File: config.mk
export PLATFORM = sky130hd
export DESIGN_NAME = weight_load_sequencer
export DESIGN_NICKNAME = d
export VERILOG_FILES = /design/src/rtl/weight_load_sequencer.sv
export SDC_FILE = /design/constraint.sdc
export NUM_CORES = 1
export LEC_CHECK = 0
export ABC_AREA = 1
export CORE_ASPECT_RATIO = 1.2
export CORE_UTILIZATION = 51
export CTS_CLUSTER_DIAMETER = 40
export DETAILED_ROUTE_END_ITERATION = 6
export PLACE_DENSITY = 0.73
export RECOVER_POWER = 100
export SETUP_SLACK_MARGIN = 0.3
export SLEW_MARGIN = 20
export SYNTH_ARGS = -nofsm -noshare
export SYNTH_HDL_FRONTEND = slang
export SYNTH_SLANG_ARGS = --single-unit
File: constraint.sdc
create_clock -name clk -period 7.8 [get_ports clk]
set_input_delay 1.95 -clock clk [delete_from_list [all_inputs] [get_ports clk]]
set_output_delay 1.95 -clock clk [all_outputs]
set_load 0.05 [all_outputs]
File: src/rtl/weight_load_sequencer.sv
// Weight-load sequencer: walks every (layer,row) pair layer-major, one is_load strobe per pair.
// Optional abort/aborted ports are enabled by defining WEIGHT_LOAD_ABORT_EN.
module weight_load_sequencer #(
  parameter int INDEX_WIDTH = 32,
  parameter int MAX_LAYERS  = 16,
  parameter int MAX_ROWS    = 64
) (
  input  logic                   clk,
  input  logic                   rst_n,
  input  logic                   start,
  input  logic [31:0]            cfg_layers,
  input  logic [31:0]            cfg_rows,
  input  logic                   hold,
`ifdef WEIGHT_LOAD_ABORT_EN
  input  logic                   abort,
  output logic                   aborted,
`endif
  output logic                   busy,
  output logic                   done,
  output logic                   is_load,
  output logic [INDEX_WIDTH-1:0] w_row_index,
  output logic [INDEX_WIDTH-1:0] w_layer_index
);

  localparam logic [1:0] IDLE   = 2'd0;
  localparam logic [1:0] LOAD   = 2'd1;
  localparam logic [1:0] FINISH = 2'd2;

  logic [1:0]             state_q, state_d;
  logic [31:0]            layers_q, layers_d;
  logic [31:0]            rows_q, rows_d;
  logic [31:0]            l_q, l_d;
  logic [31:0]            r_q, r_d;
  logic                   last_q, last_d;
  logic                   busy_q, busy_d;
  logic                   done_q, done_d;
  logic                   is_load_q, is_load_d;
  logic [INDEX_WIDTH-1:0] w_row_q, w_row_d;
  logic [INDEX_WIDTH-1:0] w_layer_q, w_layer_d;

  logic [31:0] layers_clamp, rows_clamp;
  logic [31:0] cur_l, cur_r, cur_layers, cur_rows;
  logic        issue;
  logic        abort_req;

  assign layers_clamp = (cfg_layers > 32'(MAX_LAYERS)) ? 32'(MAX_LAYERS) : cfg_layers;
  assign rows_clamp   = (cfg_rows > 32'(MAX_ROWS)) ? 32'(MAX_ROWS) : cfg_rows;

`ifdef WEIGHT_LOAD_ABORT_EN
  logic aborted_q, aborted_d;

  assign abort_req = abort;
  // An abort after the final issue is not a cut-short sweep.
  assign aborted_d = (state_q == LOAD) && abort && !last_q;

  always_ff @(posedge clk or negedge rst_n) begin
    if (!rst_n) aborted_q <= 1'b0;
    else        aborted_q <= aborted_d;
  end

  assign aborted = aborted_q;
`else
  assign abort_req = 1'b0;
`endif

  // l_q/r_q point at the next pair to issue; last_q marks that the final pair is out.
  always_comb begin
    state_d    = state_q;
    layers_d   = layers_q;
    rows_d     = rows_q;
    l_d        = l_q;
    r_d        = r_q;
    last_d     = last_q;
    busy_d     = 1'b0;
    done_d     = 1'b0;
    is_load_d  = 1'b0;
    w_row_d    = w_row_q;
    w_layer_d  = w_layer_q;
    cur_l      = l_q;
    cur_r      = r_q;
    cur_layers = layers_q;
    cur_rows   = rows_q;
    issue      = 1'b0;

    case (state_q)
      IDLE: begin
        if (start) begin
          layers_d = layers_clamp;
          rows_d   = rows_clamp;
          l_d      = '0;
          r_d      = '0;
          last_d   = 1'b0;
          if ((layers_clamp == '0) || (rows_clamp == '0)) begin
            state_d = FINISH;
            done_d  = 1'b1;
          end else begin
            state_d    = LOAD;
            busy_d     = 1'b1;
            cur_l      = '0;
            cur_r      = '0;
            cur_layers = layers_clamp;
            cur_rows   = rows_clamp;
            issue      = !hold;
          end
        end
      end
      LOAD: begin
        if (abort_req || last_q) begin
          state_d = FINISH;
          done_d  = 1'b1;
        end else begin
          busy_d = 1'b1;
          issue  = !hold;
        end
      end
      FINISH:  state_d = IDLE;
      default: state_d = IDLE;
    endcase

    if (issue) begin
      is_load_d = 1'b1;
      w_layer_d = INDEX_WIDTH'(cur_l);
      w_row_d   = INDEX_WIDTH'(cur_r);
      if (cur_r == cur_rows - 32'd1) begin
        r_d = '0;
        if (cur_l == cur_layers - 32'd1) last_d = 1'b1;
        else                             l_d    = cur_l + 32'd1;
      end else begin
        r_d = cur_r + 32'd1;
      end
    end
  end

  always_ff @(posedge clk or negedge rst_n) begin
    if (!rst_n) begin
      state_q   <= IDLE;
      layers_q  <= '0;
      rows_q    <= '0;
      l_q       <= '0;
      r_q       <= '0;
      last_q    <= 1'b0;
      busy_q    <= 1'b0;
      done_q    <= 1'b0;
      is_load_q <= 1'b0;
      w_row_q   <= '0;
      w_layer_q <= '0;
    end else begin
      state_q   <= state_d;
      layers_q  <= layers_d;
      rows_q    <= rows_d;
      l_q       <= l_d;
      r_q       <= r_d;
      last_q    <= last_d;
      busy_q    <= busy_d;
      done_q    <= done_d;
      is_load_q <= is_load_d;
      w_row_q   <= w_row_d;
      w_layer_q <= w_layer_d;
    end
  end

  assign busy          = busy_q;
  assign done          = done_q;
  assign is_load       = is_load_q;
  assign w_row_index   = w_row_q;
  assign w_layer_index = w_layer_q;

endmodule

==> impl_metrics.yaml, run 1 <==
run_status:
  status: "complete, but fails checks"
  violations: "max-capacitance violations, max-slew violations"
power_and_ir_drop:
  seq_power_share: 0.452
  leakagePower_nw: 7.76
  powerDensity_nw_per_um2: 156
  p_sw_frac: 0.316
  comb_power_share: 0.162
  vdd_drop_max_uv: 119
  power.switching_uw: 769
  clock_power_share: 0.386
  p_int_mw: 1.67
synth:
  synth_edf_count: 0
  muxShareOfSynthArea: 0
  synth_cell_type_count: 50
  synth_seq_cells: 198
  synthArstFlopShare: 1.00
  netlist_area_sq_um: 13600
  synth_area_per_cell_sq_um: 6.78
  synth_compound_area_frac: 0.0791
  synthSimpleGateAreaFrac: 0.391
  synth_top_family_by_area: "simple AND/OR/NAND/NOR gates"
  synth_ff_type: "dfrtp_1"
  synthXorXnorAreaFrac: 0.0606
  syn_nets: 2074
  yosysSeqAreaShare: 0.365
  synthCells: 2002
  yosysWarningCount: 0
  synth_fa_ha_area_frac: 0.00369
sta:
  fin_crit_sh: 0.870
  fin_crit_ns: 6.79
  worst_slack_ns: 1.01
  fmaxAchievable_mhz: 147
  slew_violations: 78
  finalSetupViolations: 0
  worst-slew-pin-transition_ns: 4.18
  tns_ns: 0
  hold_viol_final: 0
  slew_headroom: -1.79
  rsz0062_at_grt: "no"
  finalClockSkew_ns: 0.0166
critical_path:
  path_class: "in2reg"
  r2r_start: "state_q[1]"
  endpoint_kind: "register"
  reg2reg_depth: 21
  cp_slowest_cell: "inv_1"
  arrival_ns: 7.17
  worstPathCellList: "dlygate4sd3_1 -> nor2_1 -> nand2_1 -> nor2_1 -> nand3_1 -> nor2_1 -> nand3_4 -> nand3_4 -> buf_4 -> nand2_1 -> inv_1 -> nor2_1 -> clkbuf_1 -> inv_4 -> nand2_1 -> inv_1 -> nand2_1 -> nand2_1"
  critPathLaunchType: "input port"
  crit_path_max_fanout: 67
  crit_family: "buffers and inverters"
  cp.required_ns: 8.18
  max_stage_delay_ns: 0.85
  r2r-end: "l_q[13]"
  crit_buf_inv: 6
  rrSetupSlack_ns: 3.25
  critPathMostFrequentCell: "nand2_1"
floorplanning:
  initial_utilization: 0.518
  fp.dieH_um: 181
  boundaryPins: 135
  fp.dieW_um: 151
  rows: 65
  core_sq_um: 26200
  dieArea_sq_um: 27300
cts:
  cts_tree: "done"
  clk_pin_slew_ns: 0.07
  cts_hold_buf: 0
  clkLatencyLatePin_ns: 0.46
  cts_buffers: 17
  cts_sinks: 198
  cts_max_level: 4
  cts_root_buf: "clkbuf_16"
  cts_setup_buffers: 0
  cts-resized-gates: 0
  cts.path.max_buffers: 2
worst_hold_path:
  hold_class: "reg2reg"
  min_to: "w_row_index[13]"
  hold_start: "w_row_index[13]"
  min_path_cells: 2
detailed_routing:
  viasPerCell: 5.34
  drc: 0
  first_pass_iters: 6
  ant_nets: 0
  drt_iter0_markers: 986
  wl_per_cell_um: 15.8
  vias: 13100
  routed_wl_um: 38700
cells_and_area:
  nFillCells: 2497
  area_delta_synth_final_pct: 15.0
  drive_gt1_frac: 0.0552
  diodes: 0
  fin_nets: 2177
  final_util: 0.596
global_route:
  grt_start_max_net_pins: 82
  grt.met3_usage: 0.0328
  grt_pass1_wl_um: 62800
  grt-ovfl-total: 0
  grt_usage: 0.295
  antenna_found_initial: 0
  grt_pass1_vias: 12500
  grt_use_met2: 0.507
  grtUsageMet1: 0.365
  grt_busiest_layer: "met2"
placement:
  dp_hpwl_um: 29400
  port_buffers: 134
  pre_cts_ws_ns: 0.967
  globalplace.congestion: 0.985
run:
  drv_cap: 1
==> metrics by stage <==
stage | hold WS, ns | total power, mW | instances | cell area (sq um)
global placement | 0.463 | 1.52 | 2421 | 15000
floorplan | 0.449 | 1.36 | 2002 | 13600
finish | 0.484 | 2.44 | 2453 | 15600
CTS | 0.485 | 2.46 | 2453 | 15700
global route | 0.501 | 2.54 | 2453 | 15600
detailed placement | 0.473 | 1.53 | 2421 | 15000
==> power by group through the flow <==
stage | clock network, mW | registers, mW | logic (mW)
after floorplan | 0 | 1.20 | 0.166
after global placement | 0 | 1.12 | 0.400
after detailed placement | 0 | 1.12 | 0.405
after CTS | 0.954 | 1.10 | 0.406
after global routing | 0.997 | 1.11 | 0.435
final | 0.942 | 1.10 | 0.394
==> metal layers <==
metal	vias up	part of all wire
li1	6553	-
met1	6063	0.42
met2	382	0.50
met3	97	0.042
met4	0	0.041
met5	-	0
==> layout make-up <==
cell class | instances | area (sq um) | share of cell area
well taps | 335 | 419 | 0.0269
clock inverters | 15 | 199 | 0.0127
repair buffers | 145 | 1420 | 0.0911
inverters | 256 | 963 | 0.0617
clock buffers | 17 | 425 | 0.0273
multi-input cells | 1487 | 7230 | 0.463
flip-flops and latches | 198 | 4950 | 0.317
==> Yosys cell counts (4+ instances only) <==
| master | n | share of area |
|---|---|---|
| nand3_2 | 12 | 0.0088 |
| nor4_1 | 5 | 0.0023 |
| nor2_1 | 245 | 0.068 |
| nand2_2 | 13 | 0.0060 |
| nand4_1 | 62 | 0.029 |
| nor3_1 | 14 | 0.0052 |
| o22ai_1 | 15 | 0.0069 |
| buf_4 | 5 | 0.0028 |
| inv_1 | 245 | 0.068 |
| buf_2 | 16 | 0.0059 |
| dfrtp_1 | 198 | 0.36 |
| nor2_2 | 17 | 0.0078 |
| buf_1 | 4 | 0.0011 |
| ha_1 | 4 | 0.0037 |
| nor2_4 | 10 | 0.0083 |
| buf_6 | 14 | 0.012 |
| o21a_1 | 5 | 0.0028 |
| a21oi_1 | 11 | 0.0041 |
| nand3b_1 | 12 | 0.0066 |
| nand3_1 | 135 | 0.050 |
| xnor2_1 | 37 | 0.024 |
| inv_2 | 10 | 0.0028 |
| o211ai_1 | 4 | 0.0022 |
| clkbuf_1 | 18 | 0.0050 |
| o41ai_1 | 11 | 0.0071 |
| o21ai_1 | 10 | 0.0037 |
| nand2_1 | 649 | 0.18 |
| o21ai_0 | 127 | 0.047 |
| xor2_1 | 57 | 0.037 |
| nand3_4 | 5 | 0.0065 |
==> worst reg2reg max path, stage by stage, from the launching register on <==
cell	delay, ns
dfrtp_1	0.41
nor2_1	0.15
nand2_1	0.08
inv_1	0.11
buf_4	0.72
nand4_1	0.17
nand2_1	0.17
ha_1	0.20
nand2_1	0.12
nor2_4	0.21
nand2_1	0.16
nor2_1	0.27
a21o_1	0.18
nand2_1	0.07
nor2_1	0.11
nand2_1	0.06
nor2_1	0.17
nand3_1	0.14
nor2_1	0.44
nand2_1	0.31
nand2_1	0.13
nand2_1	0.05
==> cells by family (layout without fill, tap and decap cells) <==
family          after synthesis  in the layout
compound gates              192            192
flops                       198            198
fa+ha+maj                     4              4
buf+inv                     317            433
xor+xnor                     94             94
simple gates               1197           1197
==> registers in the layout (all words and copies together), names as in the netlist, 2 cells and up <==
signal / cells
state_q: 2
w_row_index: 32
l_q: 32
r_q: 32
w_layer_index: 32
rows_q: 32
layers_q: 32
==> worst max path at each step <==
stage	startpoint	endpoint	slack (ns)	cells past startpoint
floorplan	cfg_rows[28]	l_q[25]	2.66	24
finish	cfg_rows[25]	r_q[21]	1.01	18
CTS	cfg_layers[10]	l_q[13]	1.41	27
global route	cfg_layers[13]	l_q[2]	0.47	28
detailed placement	cfg_layers[10]	l_q[13]	0.97	27
global placement	cfg_layers[10]	l_q[2]	1.04	24
==> layout by cell type, fill, tap and decap left out, drive strengths merged <==
| cell | netlist | routed |
|---|---|---|
| o22ai | 15 | 15 |
| o21a | 5 | 5 |
| nor4 | 7 | 7 |
| clkdlybuf4s50 | 0 | 63 |
| o211ai | 4 | 4 |
| dlygate4sd3 | 0 | 70 |
| a31oi | 2 | 2 |
| a21oi | 11 | 11 |
| a21o | 1 | 1 |
| nor2 | 273 | 273 |
| clkbuf | 19 | 21 |
| nand3 | 152 | 152 |
| o41ai | 12 | 12 |
| bufinv | 0 | 1 |
| o21bai | 1 | 1 |
| dfrtp | 198 | 198 |
| o21ai | 137 | 137 |
| xor2 | 57 | 57 |
| a21boi | 2 | 2 |
| xnor2 | 37 | 37 |
| and3 | 2 | 2 |
| or2 | 5 | 5 |
| nand3b | 12 | 12 |
| a22oi | 1 | 1 |
| inv | 255 | 264 |
| nor4b | 1 | 1 |
| a22o | 1 | 1 |
| ha | 4 | 4 |
| buf | 42 | 8 |
| nand2 | 664 | 664 |
| nand4 | 62 | 62 |
| nor3 | 19 | 19 |
| clkinv | 1 | 6 |
Note: power is estimated with default switching activity, not from simulation.
==> run 2: changes to the inputs <==
--- a/config.mk
+++ b/config.mk
@@ -6,6 +6,7 @@
 export NUM_CORES = 1
 export LEC_CHECK = 0
 export ABC_AREA = 1
+export ABC_CLOCK_PERIOD_IN_PS = 7800
 export CORE_ASPECT_RATIO = 1.2
 export CORE_UTILIZATION = 51
 export CTS_CLUSTER_DIAMETER = 40
==> results of run 2 <==
Final layout, timing and power as in run 1 (identical DEF).
